## src/rtl/vectoring_pkg.sv

```systemverilog
// Shared widths for the vectoring scheduler.
// Tag width and full-angle width helpers.
package vectoring_pkg;

    localparam int QUAD_W = 2;

    function automatic int tag_w(input int nreq);
        return (nreq > 1) ? $clog2(nreq) : 1;
    endfunction

    function automatic int full_angle_w(input int aw);
        return aw + QUAD_W;
    endfunction

endpackage

```

## src/rtl/tag_fifo.sv

```systemverilog
// In-order tag FIFO recording which requester owns each
// sample currently inside the vectoring core.
module tag_fifo #(
    parameter int DEPTH = 32,
    parameter int TW    = 2
) (
    input  logic                      clk_i,
    input  logic                      rstn_i,
    input  logic                      push,
    input  logic [TW-1:0]             push_tag,
    input  logic                      pop,
    output logic [TW-1:0]             pop_tag,
    output logic                      full,
    output logic                      empty,
    output logic [$clog2(DEPTH):0]    count
);

    localparam int PW = (DEPTH > 1) ? $clog2(DEPTH) : 1;
    localparam int CW = $clog2(DEPTH) + 1;

    logic [TW-1:0] mem [DEPTH];
    logic [PW-1:0] wr_ptr;
    logic [PW-1:0] rd_ptr;
    logic          do_push;
    logic          do_pop;

    assign full    = (count == CW'(DEPTH));
    assign empty   = (count == '0);
    assign do_push = push && !full;
    assign do_pop  = pop && !empty;
    assign pop_tag = mem[rd_ptr];

    always_ff @(posedge clk_i or negedge rstn_i) begin
        if (!rstn_i) begin
            wr_ptr <= '0;
            rd_ptr <= '0;
            count  <= '0;
        end else begin
            if (do_push) wr_ptr <= wr_ptr + PW'(1);
            if (do_pop)  rd_ptr <= rd_ptr + PW'(1);
            if (do_push && !do_pop)
                count <= count + CW'(1);
            else if (do_pop && !do_push)
                count <= count - CW'(1);
        end
    end

    always_ff @(posedge clk_i) begin
        if (do_push) mem[wr_ptr] <= push_tag;
    end

endmodule

```

## src/rtl/vectoring_scheduler.sv

```systemverilog
// Round-robin scheduler sharing one in-order vectoring core
// among NREQ requesters; results are routed back by tag.
module vectoring_scheduler
    import vectoring_pkg::*;
#(
    parameter int NREQ      = 4,
    parameter int DW        = 16,
    parameter int AW        = 16,
    parameter int ISSUE_GAP = 1,
    parameter int DEPTH     = 32
) (
    input  logic                          clk_i,
    input  logic                          rstn_i,
    input  logic [NREQ-1:0]               req_valid_i,
    output logic [NREQ-1:0]               req_ready_o,
    input  logic [NREQ-1:0][DW-1:0]       req_x_i,
    input  logic [NREQ-1:0][DW-1:0]       req_y_i,
    output logic                          core_valid_o,
    output logic [DW-1:0]                 core_x_o,
    output logic [DW-1:0]                 core_y_o,
    input  logic                          core_valid_i,
    input  logic [DW-1:0]                 core_r_i,
    input  logic [AW-1:0]                 core_angle_i,
    input  logic [1:0]                    core_quadrant_i,
    output logic [NREQ-1:0]               rsp_valid_o,
    output logic [DW-1:0]                 rsp_r_o,
    output logic [full_angle_w(AW)-1:0]   rsp_angle_o,
    output logic                          err_o
);

    localparam int TW = tag_w(NREQ);
    localparam int GW = (ISSUE_GAP > 1) ? $clog2(ISSUE_GAP) : 1;
    localparam int CW = $clog2(DEPTH) + 1;

    logic [TW-1:0] last_grant;
    logic [TW-1:0] gnt_idx;
    logic [TW-1:0] idx_t;
    logic          gnt_any;
    logic [GW-1:0] gap_cnt;
    logic          can_issue;
    logic          xfer;
    logic          pop;
    logic [TW-1:0] pop_tag;
    logic          fifo_empty;
    logic          unused_full;
    logic [CW-1:0] fifo_count;
    int            idx;

    // First valid requester after the last grant wins.
    always_comb begin
        gnt_any = 1'b0;
        gnt_idx = '0;
        idx     = 0;
        idx_t   = '0;
        for (int k = 1; k <= NREQ; k++) begin
            idx   = (int'(last_grant) + k) % NREQ;
            idx_t = TW'(idx);
            if (!gnt_any && req_valid_i[idx_t]) begin
                gnt_any = 1'b1;
                gnt_idx = idx_t;
            end
        end
    end

    // A full FIFO blocks issue even when a pop lands this cycle.
    assign can_issue = rstn_i && (gap_cnt == '0) &&
                       (fifo_count < CW'(DEPTH));

    assign req_ready_o = (can_issue && gnt_any) ?
                         (NREQ'(1) << gnt_idx) : '0;
    assign xfer = |req_ready_o;
    assign pop  = core_valid_i && !fifo_empty;

    always_ff @(posedge clk_i or negedge rstn_i) begin
        if (!rstn_i) begin
            last_grant   <= TW'(NREQ - 1);
            gap_cnt      <= '0;
            core_valid_o <= 1'b0;
            core_x_o     <= '0;
            core_y_o     <= '0;
        end else begin
            core_valid_o <= xfer;
            if (xfer) begin
                last_grant <= gnt_idx;
                core_x_o   <= req_x_i[gnt_idx];
                core_y_o   <= req_y_i[gnt_idx];
                gap_cnt    <= GW'(ISSUE_GAP - 1);
            end else if (gap_cnt != '0) begin
                gap_cnt <= gap_cnt - GW'(1);
            end
        end
    end

    always_ff @(posedge clk_i or negedge rstn_i) begin
        if (!rstn_i) begin
            rsp_valid_o <= '0;
            rsp_r_o     <= '0;
            rsp_angle_o <= '0;
            err_o       <= 1'b0;
        end else begin
            rsp_valid_o <= pop ? (NREQ'(1) << pop_tag) : '0;
            if (pop) begin
                rsp_r_o     <= core_r_i;
                rsp_angle_o <= {core_quadrant_i, core_angle_i};
            end
            if (core_valid_i && fifo_empty) err_o <= 1'b1;
        end
    end

    tag_fifo #(
        .DEPTH (DEPTH),
        .TW    (TW)
    ) u_tag_fifo (
        .clk_i    (clk_i),
        .rstn_i   (rstn_i),
        .push     (xfer),
        .push_tag (gnt_idx),
        .pop      (pop),
        .pop_tag  (pop_tag),
        .full     (unused_full),
        .empty    (fifo_empty),
        .count    (fifo_count)
    );

endmodule

```

## config.mk

```make
export PLATFORM = sky130hd
export DESIGN_NAME = vectoring_scheduler
export DESIGN_NICKNAME = d
export VERILOG_FILES = /design/src/rtl/vectoring_pkg.sv /design/src/rtl/tag_fifo.sv /design/src/rtl/vectoring_scheduler.sv
export SDC_FILE = /design/constraint.sdc
export NUM_CORES = 1
export LEC_CHECK = 0
export ABC_AREA = 1
export CAP_MARGIN = 40
export CORE_UTILIZATION = 50
export CTS_BUF_LIST = sky130_fd_sc_hd__clkbuf_8
export DETAILED_ROUTE_END_ITERATION = 7
export PLACE_DENSITY = 0.84
export SLEW_MARGIN = 20
export SYNTH_ARGS = -nofsm -noshare
export SYNTH_HDL_FRONTEND = slang
export SYNTH_SLANG_ARGS = --single-unit
```

## constraint.sdc

```tcl
create_clock -name clk_i -period 7.5 [get_ports clk_i]
set_clock_uncertainty 0.05 [all_clocks]
set_input_delay 0.75 -clock clk_i [delete_from_list [all_inputs] [get_ports clk_i]]
set_output_delay 0.75 -clock clk_i [all_outputs]
set_load 0.01 [all_outputs]
```

* Word-level counts from Yosys, hierarchy flattened
Memories as Yosys holds them, arrays and structs flattened.
Index checks and enable logic that the tools add are counted.
** Storage, ports and cells
- Bits in registers :: 91
- Bits in writable memories :: 64
- Output and inout bits :: 76
- Memories kept :: 1
** Memories
- u_tag_fifo.mem :: words 32, width 2, read ports 1, clocked after Yosys merged registers in 0, wr ports 1, line tag_fifo.sv:21 : logic [TW-1:0] mem [DEPTH];
** Cells by class
- Add/sub/neg operators :: 9
- $lt $le $gt $ge :: 6
- Equal/unequal tests :: 1
- Shifts and indexed selects :: 2
- Mux-type cells :: 28
- Bitwise logic cells :: 1
- Reductions and logical operators :: 22
** Operators with widths (count)
- 16-bit binary-select mux with 2-bit select :: 2
- 16-bit 2-to-1 mux :: 2
- 2-bit by 3-bit < comparator with 1-bit output, second input constant :: 5
- 1-bit logical AND :: 12
- 1-bit 2-to-1 mux :: 12
- 6-bit 2-to-1 mux :: 2
- 5-bit by 1-bit adder with 5-bit output, second input constant :: 2
- 1-bit binary-select mux with 2-bit select :: 4
- 2-bit 2-to-1 mux :: 4
- 4-bit 2-to-1 mux :: 2
- 1-bit by 2-bit << shifter with 4-bit output, first input constant :: 2
- 1-bit zero test :: 7
- 6-bit by 1-bit adder with 6-bit output, second input constant :: 1
- 6-bit equality test, second input constant :: 1
- 6-bit zero test :: 1
- 6-bit < comparator, second input constant :: 1
- 6-bit by 1-bit subtractor with 6-bit output, second input constant :: 1
- 2-bit by 1-bit adder with 2-bit output, second input constant :: 2
- 2-bit adder, second input constant :: 2
- 4-bit OR reduction :: 1
- 2-bit nonzero test :: 1
- 1-bit inverter :: 1
- 1-bit subtractor, second input constant :: 1

* Depth between registers and ports, before layout
Gate-level depths: netlist of run 1.
- Depth in word-level cells :: 21
- Gate-level depth with buffers :: 23
- Gate-level depth less buffers :: 20

* Cells and area by module
From an unflattened synthesis of run 1, not the netlist that was laid out.
** Unflattened totals
- Cell total of the unflattened synthesis :: 1089
- Area, all modules :: 8334.2 um^2
** Modules (own cells, without submodules)
- vectoring_scheduler :: instances 1, cells an instance 674, area each 4369.2 um^2, seq. area each 1854.3 um^2
- tag_fifo :: instances 1, cells an instance 415, area each 3965.1 um^2, seq. area each 2322.2 um^2

* Worst setup path after synthesis of run 1
No wires, ideal clock.
- Path kind :: input -> register
- From :: in req_valid_i[3]
- To :: reg u_tag_fifo.count[5]
- Data arrival time :: 3.088 ns
- Data required time :: 7.371 ns
- Slack :: 4.283 ns
- Stages :: 21
- Buffers on the path :: 2
- Path through :: inv_1 nand2_1 nand3_1 nand2_1 nor2_4 nand2_2 nand3_1 buf_4 buf_2 inv_1 ha_1 inv_1 ha_1 nand3_1 nand3_1 nand2_1 nand2_1 a21oi_1 o21ai_0 a21oi_1 xor2_1
** Between the ends
- Cells in the longest elaborated chain, start to end :: 19
- Elaborated cells between the ends (all ways) :: 32
- Classes of those cells :: shift (1); mux (18); reduce/logical (13)
** RTL lines
- start, declared :: line vectoring_scheduler.sv:14 : input logic [NREQ-1:0] req_valid_i,
- 1-bit binary-select mux with 2-bit select :: line vectoring_scheduler.sv:58 : if (!gnt_any && req_valid_i[idx_t]) begin
- 1-bit 2-to-1 mux (implied by the code) :: line vectoring_scheduler.sv:58
- 1-bit 2-to-1 mux :: line vectoring_scheduler.sv:58
- 1-bit zero test :: line vectoring_scheduler.sv:58
- 1-bit logical AND :: line vectoring_scheduler.sv:58
- 1-bit 2-to-1 mux :: line vectoring_scheduler.sv:58
- 1-bit zero test :: line vectoring_scheduler.sv:58
- 1-bit logical AND :: line vectoring_scheduler.sv:58
- [4 not listed]
- 1-bit by 2-bit << shifter with 4-bit output / 1-bit logical AND (equally long branches) :: line vectoring_scheduler.sv:70, vectoring_scheduler.sv:69
- 4-bit 2-to-1 mux * :: line vectoring_scheduler.sv:69 : assign req_ready_o = (can_issue && gnt_any) ?
- 4-bit OR reduction * :: line vectoring_scheduler.sv:71 : assign xfer = |req_ready_o;
- 1-bit logical AND * :: line tag_fifo.sv:29 : assign do_push = push && !full;
- net u_tag_fifo.do_push :: line tag_fifo.sv:24 : logic do_push;
- 1-bit zero test :: line tag_fifo.sv:43 : else if (do_pop && !do_push)
- 1-bit logical AND :: line tag_fifo.sv:43
- 2-bit nonzero test (no line)
- end signal, assigned :: line tag_fifo.sv:42 : count <= count + CW'(1);
- end signal, assigned :: line tag_fifo.sv:44 : count <= count - CW'(1);
- end, declared :: line tag_fifo.sv:15 : output logic [$clog2(DEPTH):0] count
Mark *: on every way through the listed nets, which the timed path passes. The rest lies on a longest branch. The select of a mux whose other input is x is not followed.
A chain may end at the register's enable or synchronous reset.

* Worst setup path after layout of run 1
- From :: in req_valid_i[1]
- To :: out req_ready_o[0]
** Between the ends
- Cells in the longest elaborated chain, start to end :: 14
- Elaborated cells between the ends (all ways) :: 25
- Classes of those cells :: shift (1); mux (17); reduce/logical (7)
** RTL lines
- 1-bit binary-select mux with 2-bit select :: line vectoring_scheduler.sv:58
- 1-bit 2-to-1 mux (implied by the code) :: line vectoring_scheduler.sv:58
- 1-bit 2-to-1 mux :: line vectoring_scheduler.sv:58
- 1-bit zero test :: line vectoring_scheduler.sv:58
- 1-bit logical AND :: line vectoring_scheduler.sv:58
- 1-bit 2-to-1 mux :: line vectoring_scheduler.sv:58
- 1-bit zero test :: line vectoring_scheduler.sv:58
- 1-bit logical AND :: line vectoring_scheduler.sv:58
- 1-bit 2-to-1 mux :: line vectoring_scheduler.sv:58
- 1-bit zero test :: line vectoring_scheduler.sv:58
- 1-bit logical AND :: line vectoring_scheduler.sv:58
- 2-bit 2-to-1 mux * :: line vectoring_scheduler.sv:58
- net gnt_idx[0] :: line vectoring_scheduler.sv:36 : logic [TW-1:0] gnt_idx;
- 1-bit by 2-bit << shifter with 4-bit output * :: line vectoring_scheduler.sv:70 : (NREQ'(1) << gnt_idx) : '0;
- 4-bit 2-to-1 mux * :: line vectoring_scheduler.sv:69
- end, declared :: line vectoring_scheduler.sv:15 : output logic [NREQ-1:0] req_ready_o,
Marks and branches as above.

==> reports/results.txt, run 1 <==
status - finished clean
first-pass GRT wire length - 34300 um
Least-Margin Pin Slew - 825 ps
DRC viols - 0
Critical Path, Cell by Cell - clkdlybuf4s50_1 > nand2_1 > nand2_1 > nand2_1 > nand2_2 > nor2_2 > nand2_2 > nand3_2 > buf_4 > inv_2 > nor3_1 > clkdlybuf4s50_1
number of global-route vias before repair - 7124
die area - 16700 um2
Layout Cells excl Fill - 1450
row count - 46
Mean Syn Cell Area - 8.00 um2
Die Ht - 129 um
area grow syn2layout - 36.1%
Ports - 245
EDFF count, synth - 64
TritonCTS Sinks - 154
port bufs - 244
Slew Viols, Final - 0
setup bufs post-CTS - 0
routed len/inst - 15.0 um
most common cell after layout, fill and taps aside - nand2_1
GRT Total Usage - 26.8%
wirelength, routed - 21800 um
initial core utilization - 51.1%
GPL Wtd Cong - 0.875
Starting DRT DRC Count - 415
# setup viols final - 0
TritonCTS clock tree - yes
RSZ-0062 raised after global routing - no
total congestion overflow - 0
clock latency on the worst-skew pair - 450 ps
final hold vios - 0
CP max-delay cell - buf_4
Power Dens Cells - 439 nW/um2
Post-CTS Hold Buffers - 0
CTS resizes - 0
hpwl dp - 15400 um
largest net degree at the start of global routing - 69
router iterations before antenna repair - 5
Die X - 129 um
Vias/cell - 5.21
Leak - 5.05 nW
routed via count - 7549
crit-path max cell delay - 590 ps
YS warnings - 0
total core area - 15800 um2
Main synth FF type - dfrtp_1
placed insts - 1418
#FFs+latches synth - 154
crit path DAT - 4340 ps
# Max-Cap Violations - 0
reg2reg start - last_grant[0]
antenna violations before repair - 0
antenna cells - 0
Worst slew margin - 44.8%
number of H-tree branching levels - 4
CP Max Fanout - 65
TritonCTS buffer count - 17
nets@finish - 1401
most used cell, CP - nand2_1
Antenna Violating Nets Remaining - 0
Setup CP Type - input pin to primary output
Distinct cells, synth - 36
share of layout cells above drive strength 1 - 6.48%
Worst-path clk slew - 80 ps
commonest cells after routing, fill and taps aside - 474 x nand2_1, 243 x clkdlybuf4s50_1, 88 x dfrtp_1, 81 x nor2_1, 70 x nand4_1
post-synthesis instance area - 8090 um2
Syn Inst Count - 1012
crit start category - input pin
fin crit share - 68.5%
HP Class - input pin to async pin
syn nets - 1192
min cycle time layout - 5140 ps
sequential cell area fraction in the yosys report - 51.6%
CTS Buffer Depth - 2
worst vdd ir - 0.000308 V
Critical Path Sink Type - primary output
FMAX - 195 MHz
Worst EP required - 6700 ps
crit path launch - req_valid_i[1]
FFs w/ async S/R, synth - 58.4%
Root Driver - clkbuf_8
TNS Setup - 0 ps
-- metal layers --
metal / GRT usage [%] / up-vias / wire (um)
li1: - / 3708 / -
met5: 0 / - / 0
met1: 32.0 / 3499 / 8790
met4: 9.13 / 0 / 462
met2: 46.5 / 311 / 11000
met3: 7.43 / 31 / 1610
-- worst paths after layout --
path / to / slack, ps / cells after the start
max in group asynchronous: rsp_r_o[14] / 6100 / 2
hold / removal: rsp_valid_o[3] / 250 / 1
hold reg to reg: err_o / 430 / 1
setup / recovery: req_ready_o[0] / 2360 / 12
setup reg to reg: u_tag_fifo.count[5] / 3380 / 21
min in group clk_i: err_o / 430 / 1
-- per-stage QoR --
| stage | total power [mW] | instance area, um2 | util, % | worst slack (ps) | hold slack (ps) |
|---|---|---|---|---|---|
| floorplan | 3.38 | 8090 | - | 4280 | 392 |
| global placement | 3.99 | 10500 | 66.2 | 2260 | 406 |
| detailed placement | 4.14 | 10600 | 66.8 | 2400 | 407 |
| CTS | 4.84 | 11000 | 69.6 | 2400 | 252 |
| global route | 5.25 | 11000 | 69.6 | 2090 | 267 |
| finish | 4.84 | 11000 | 69.6 | 2360 | 254 |
-- state kept, by name, summed over array words and instances (netlist names) --
register and count:
rsp_valid_o 4, u_tag_fifo.rd_ptr 5, u_tag_fifo.wr_ptr 5, u_tag_fifo.count 6, u_tag_fifo.mem 64, last_grant 2
core_x_o 16, core_valid_o 1, core_y_o 16, err_o 1, rsp_r_o 16, rsp_angle_o 18
-- kinds of logic (layout without fill, tap and decap cells) --
kind of cell / Yosys count / count (layout) / share of synthesized area (%)
xor+xnor: 9 / 9 / 0.974
simple gates: 679 / 679 / 35.2
compound gates: 61 / 61 / 4.25
fa+ha+maj: 11 / 11 / 1.79
buf+inv: 98 / 320 / 6.20
flops: 154 / 154 / 51.6
-- synth_stat cells, drive strengths merged, types with 3 or more instances --
master | number | area [um2]
a21oi | 3 | 15.0
buf | 44 | 297
clkbuf | 19 | 71.3
dfrtp | 88 | 2200
edfxtp | 64 | 1920
ha | 10 | 125
inv | 35 | 134
nand2 | 496 | 1920
nand3 | 25 | 135
nand4 | 70 | 438
nor2 | 83 | 322
o211ai | 4 | 30.0
o21ai | 40 | 200
o221ai | 4 | 35.0
o22ai | 8 | 50.1
xor2 | 8 | 70.1
-- final cells by class --
class / count / area (um2)
Fill cell: 1241 / 4810
Sequential cell: 154 / 4180
Multi-Input combinational cell: 760 / 3420
Timing Repair Buffer: 253 / 2570
Tap cell: 216 / 270
Clock buffer: 18 / 248
Clock inverter: 14 / 201
Inverter: 35 / 134
-- power breakdown --
part           switching (mW)  internal [mW]
Clock                   0.306          0.401
Sequential              0.163           1.21
Combinational            1.78          0.976
Total                    2.25           2.59
-- worst max-delay path: cells and delay by family --
family / cells / cell delay [ps]
buffers and inverters: 4 / 2040
and+or+nand+nor: 8 / 1470
Note: power is estimated with default switching activity, not from simulation.
==> run 2: changes to the inputs <==
- CORE_UTILIZATION: 50 -> 44
- PLACE_DENSITY: 0.84 -> 0.79
- clock period: 7.5 -> 4.67 ns (I/O delays scaled with it)
==> run 2 against run 1 <==
Net effect: combinational power grew 60%; global-route usage shrank 4.1 points; wire length decreased by 1.7%.
==> reports/results.txt, run 2 (synthesized netlist as in run 1, its figures left out) <==
status - finished clean
Antenna Violating Nets Remaining - 0 (unchanged)
largest registers - u_tag_fifo.mem (64), rsp_angle_o (18)
crit start category - register
DRC viols - 0 (unchanged)
# Max-Cap Violations - 0 (unchanged)
commonest cells after routing, fill and taps aside - 474 x nand2_1, 243 x clkdlybuf4s50_1, 88 x dfrtp_1, 81 x nor2_1, 70 x nand4_1
TritonCTS Sinks - 154 (unchanged)
Root Driver - clkbuf_8
Worst-path clk slew - 70 ps (about the same)
Biggest register - u_tag_fifo.mem
Worst slew margin - 50.0% (+5.2 points)
Multi-input gate area - 3420 um2 (unchanged)
worst vdd ir - 0.000537 V (+74%)
Leak - 5.01 nW (-0.88%)
total core area - 18000 um2 (+13%)
CTS Buffer Depth - 2 (unchanged)
slack of the critical path - 678 ps (-1690 ps)
largest net degree at the start of global routing - 69 (unchanged)
total power - 7.57 mW (+56%)
crit path DAT - 3480 ps (-860 ps)
Ports - 245 (unchanged)
clock latency on the worst-skew pair - 450 ps (about the same)
R2R depth - 20 (-4.8%)
Worst R2R Setup Slack - 1230 ps (-2150 ps)
most common cell after layout, fill and taps aside - nand2_1
row count - 49 (+6.5%)
routed via count - 7467 (-1.1%)
Worst EP required - 4150 ps (-2550 ps)
TNS Setup - 0 ps (unchanged)
area grow syn2layout - 35.3%
post-route core utilization - 61.0% (-8.6 points)
wirelength, routed - 21400 um (-1.7%)
final instance area - 11000 um2 (-0.59%)
Die X - 138 um (+6.5%)
Die Ht - 138 um (+6.5%)
port bufs - 244 (unchanged)
Power Dens Cells - 691 nW/um2 (+57%)
min cycle time layout - 3990 ps
initial core utilization - 45.0% (-6.1 points)
Critical Path Sink Type - primary output
antenna violations before repair - 2 (+2)
fill count - 1547 (+25%)
placed cell areas - 10500 um2 (-0.20%)
Starting DRT DRC Count - 425 (+2.4%)
CP Max Fanout - 35 (-46%)
Reg area - 4180 um2 (unchanged)
setup bufs post-CTS - 0 (unchanged)
fin crit share - 85.5%
router iterations before antenna repair - 5 (unchanged)
max reg flops - 64 (unchanged)
nets@finish - 1404 (+0.21%)
# setup viols final - 0 (unchanged)
GRT Total Usage - 22.7% (-4.1 points)
Slew Viols, Final - 0 (unchanged)
number of global-route vias before repair - 6877 (-3.5%)
FMAX - 250 MHz
dpl ws - 847 ps (-1560 ps)
hpwl dp - 15100 um (-2.3%)
RSZ-0062 raised after global routing - no
first-pass GRT wire length - 33000 um (-3.9%)
GPL Wtd Cong - 0.884 (+1.1%)
share of layout cells above drive strength 1 - 6.63% (+0.15 points)
final hold vios - 0 (unchanged)
HP Class - register to register
total congestion overflow - 0 (unchanged)
Vias/cell - 5.09 (-2.3%)
die area - 18900 um2 (+13%)
hold path cells - 1
TritonCTS buffer count - 17 (unchanged)
number of H-tree branching levels - 4 (unchanged)
routed len/inst - 14.6 um (-2.9%)
Least-Margin Pin Slew - 749 ps (-75.2 ps)
TritonCTS clock tree - yes
Setup CP Type - register to primary output
-- run 2: power by group --
part / leakage, nW / switching (mW) / internal (mW)
Sequential: 1.69 / 0.235 / 1.95
Clock: 0.200 / 0.474 / 0.497
Combinational: 3.12 / 2.88 / 1.53
Total: 5.01 / 3.59 / 3.98
-- run 2: stage by stage --
step	instances	hold slack [ps]
detailed placement	1433	407
CTS	1466	420
finish	1468	417
global route	1468	453
floorplan	1012	121
global placement	1432	405
-- run 2: area by class of cell --
| type | instances | share of cell area, % |
|---|---|---|
| antenna | 2 | 0.0457 |
| clock buffer | 19 | 2.39 |
| clock inverter | 13 | 1.18 |
| inverter | 35 | 1.22 |
| multi-input combinational | 760 | 31.2 |
| sequential | 154 | 38.1 |
| tap | 229 | 2.62 |
| timing repair buffer | 256 | 23.2 |
-- run 2: final timing paths --
path / from / end
worst max-delay path: last_grant[0] / req_ready_o[3]
min in group asynchronous: rstn_i / rsp_valid_o[0]
worst max register to register: last_grant[0] / u_tag_fifo.count[5]
max in group asynchronous: rstn_i / rsp_angle_o[0]
worst min-delay path: u_tag_fifo.count[5] / u_tag_fifo.count[5]
worst min register to register: u_tag_fifo.count[5] / u_tag_fifo.count[5]
-- run 2: routing by layer --
layer,part of all wire [%],vias to the layer above,global-route usage [%]
li1,-,3722,-
met1,41,3382,27.2
met2,47,318,37.3
met3,9.0,45,6.66
met4,3.2,0,11.0
met5,0,-,0
-- run 2: what timing repair did --
action	in CTS	in global routing
hold endpoints to repair	40	0
resized for setup	0	0
hold buffers	1	0
-- run 2: worst max-delay path: stages (launching register included) --
cell	delay, ps
dfstp_2	640
inv_4	90
nand2_1	110
nand3_1	90
nand2_1	120
nor2_4	60
nand2_2	380
nand3_2	160
inv_2	430
nand2_1	240
nor2_1	160
clkdlybuf4s50_1	550
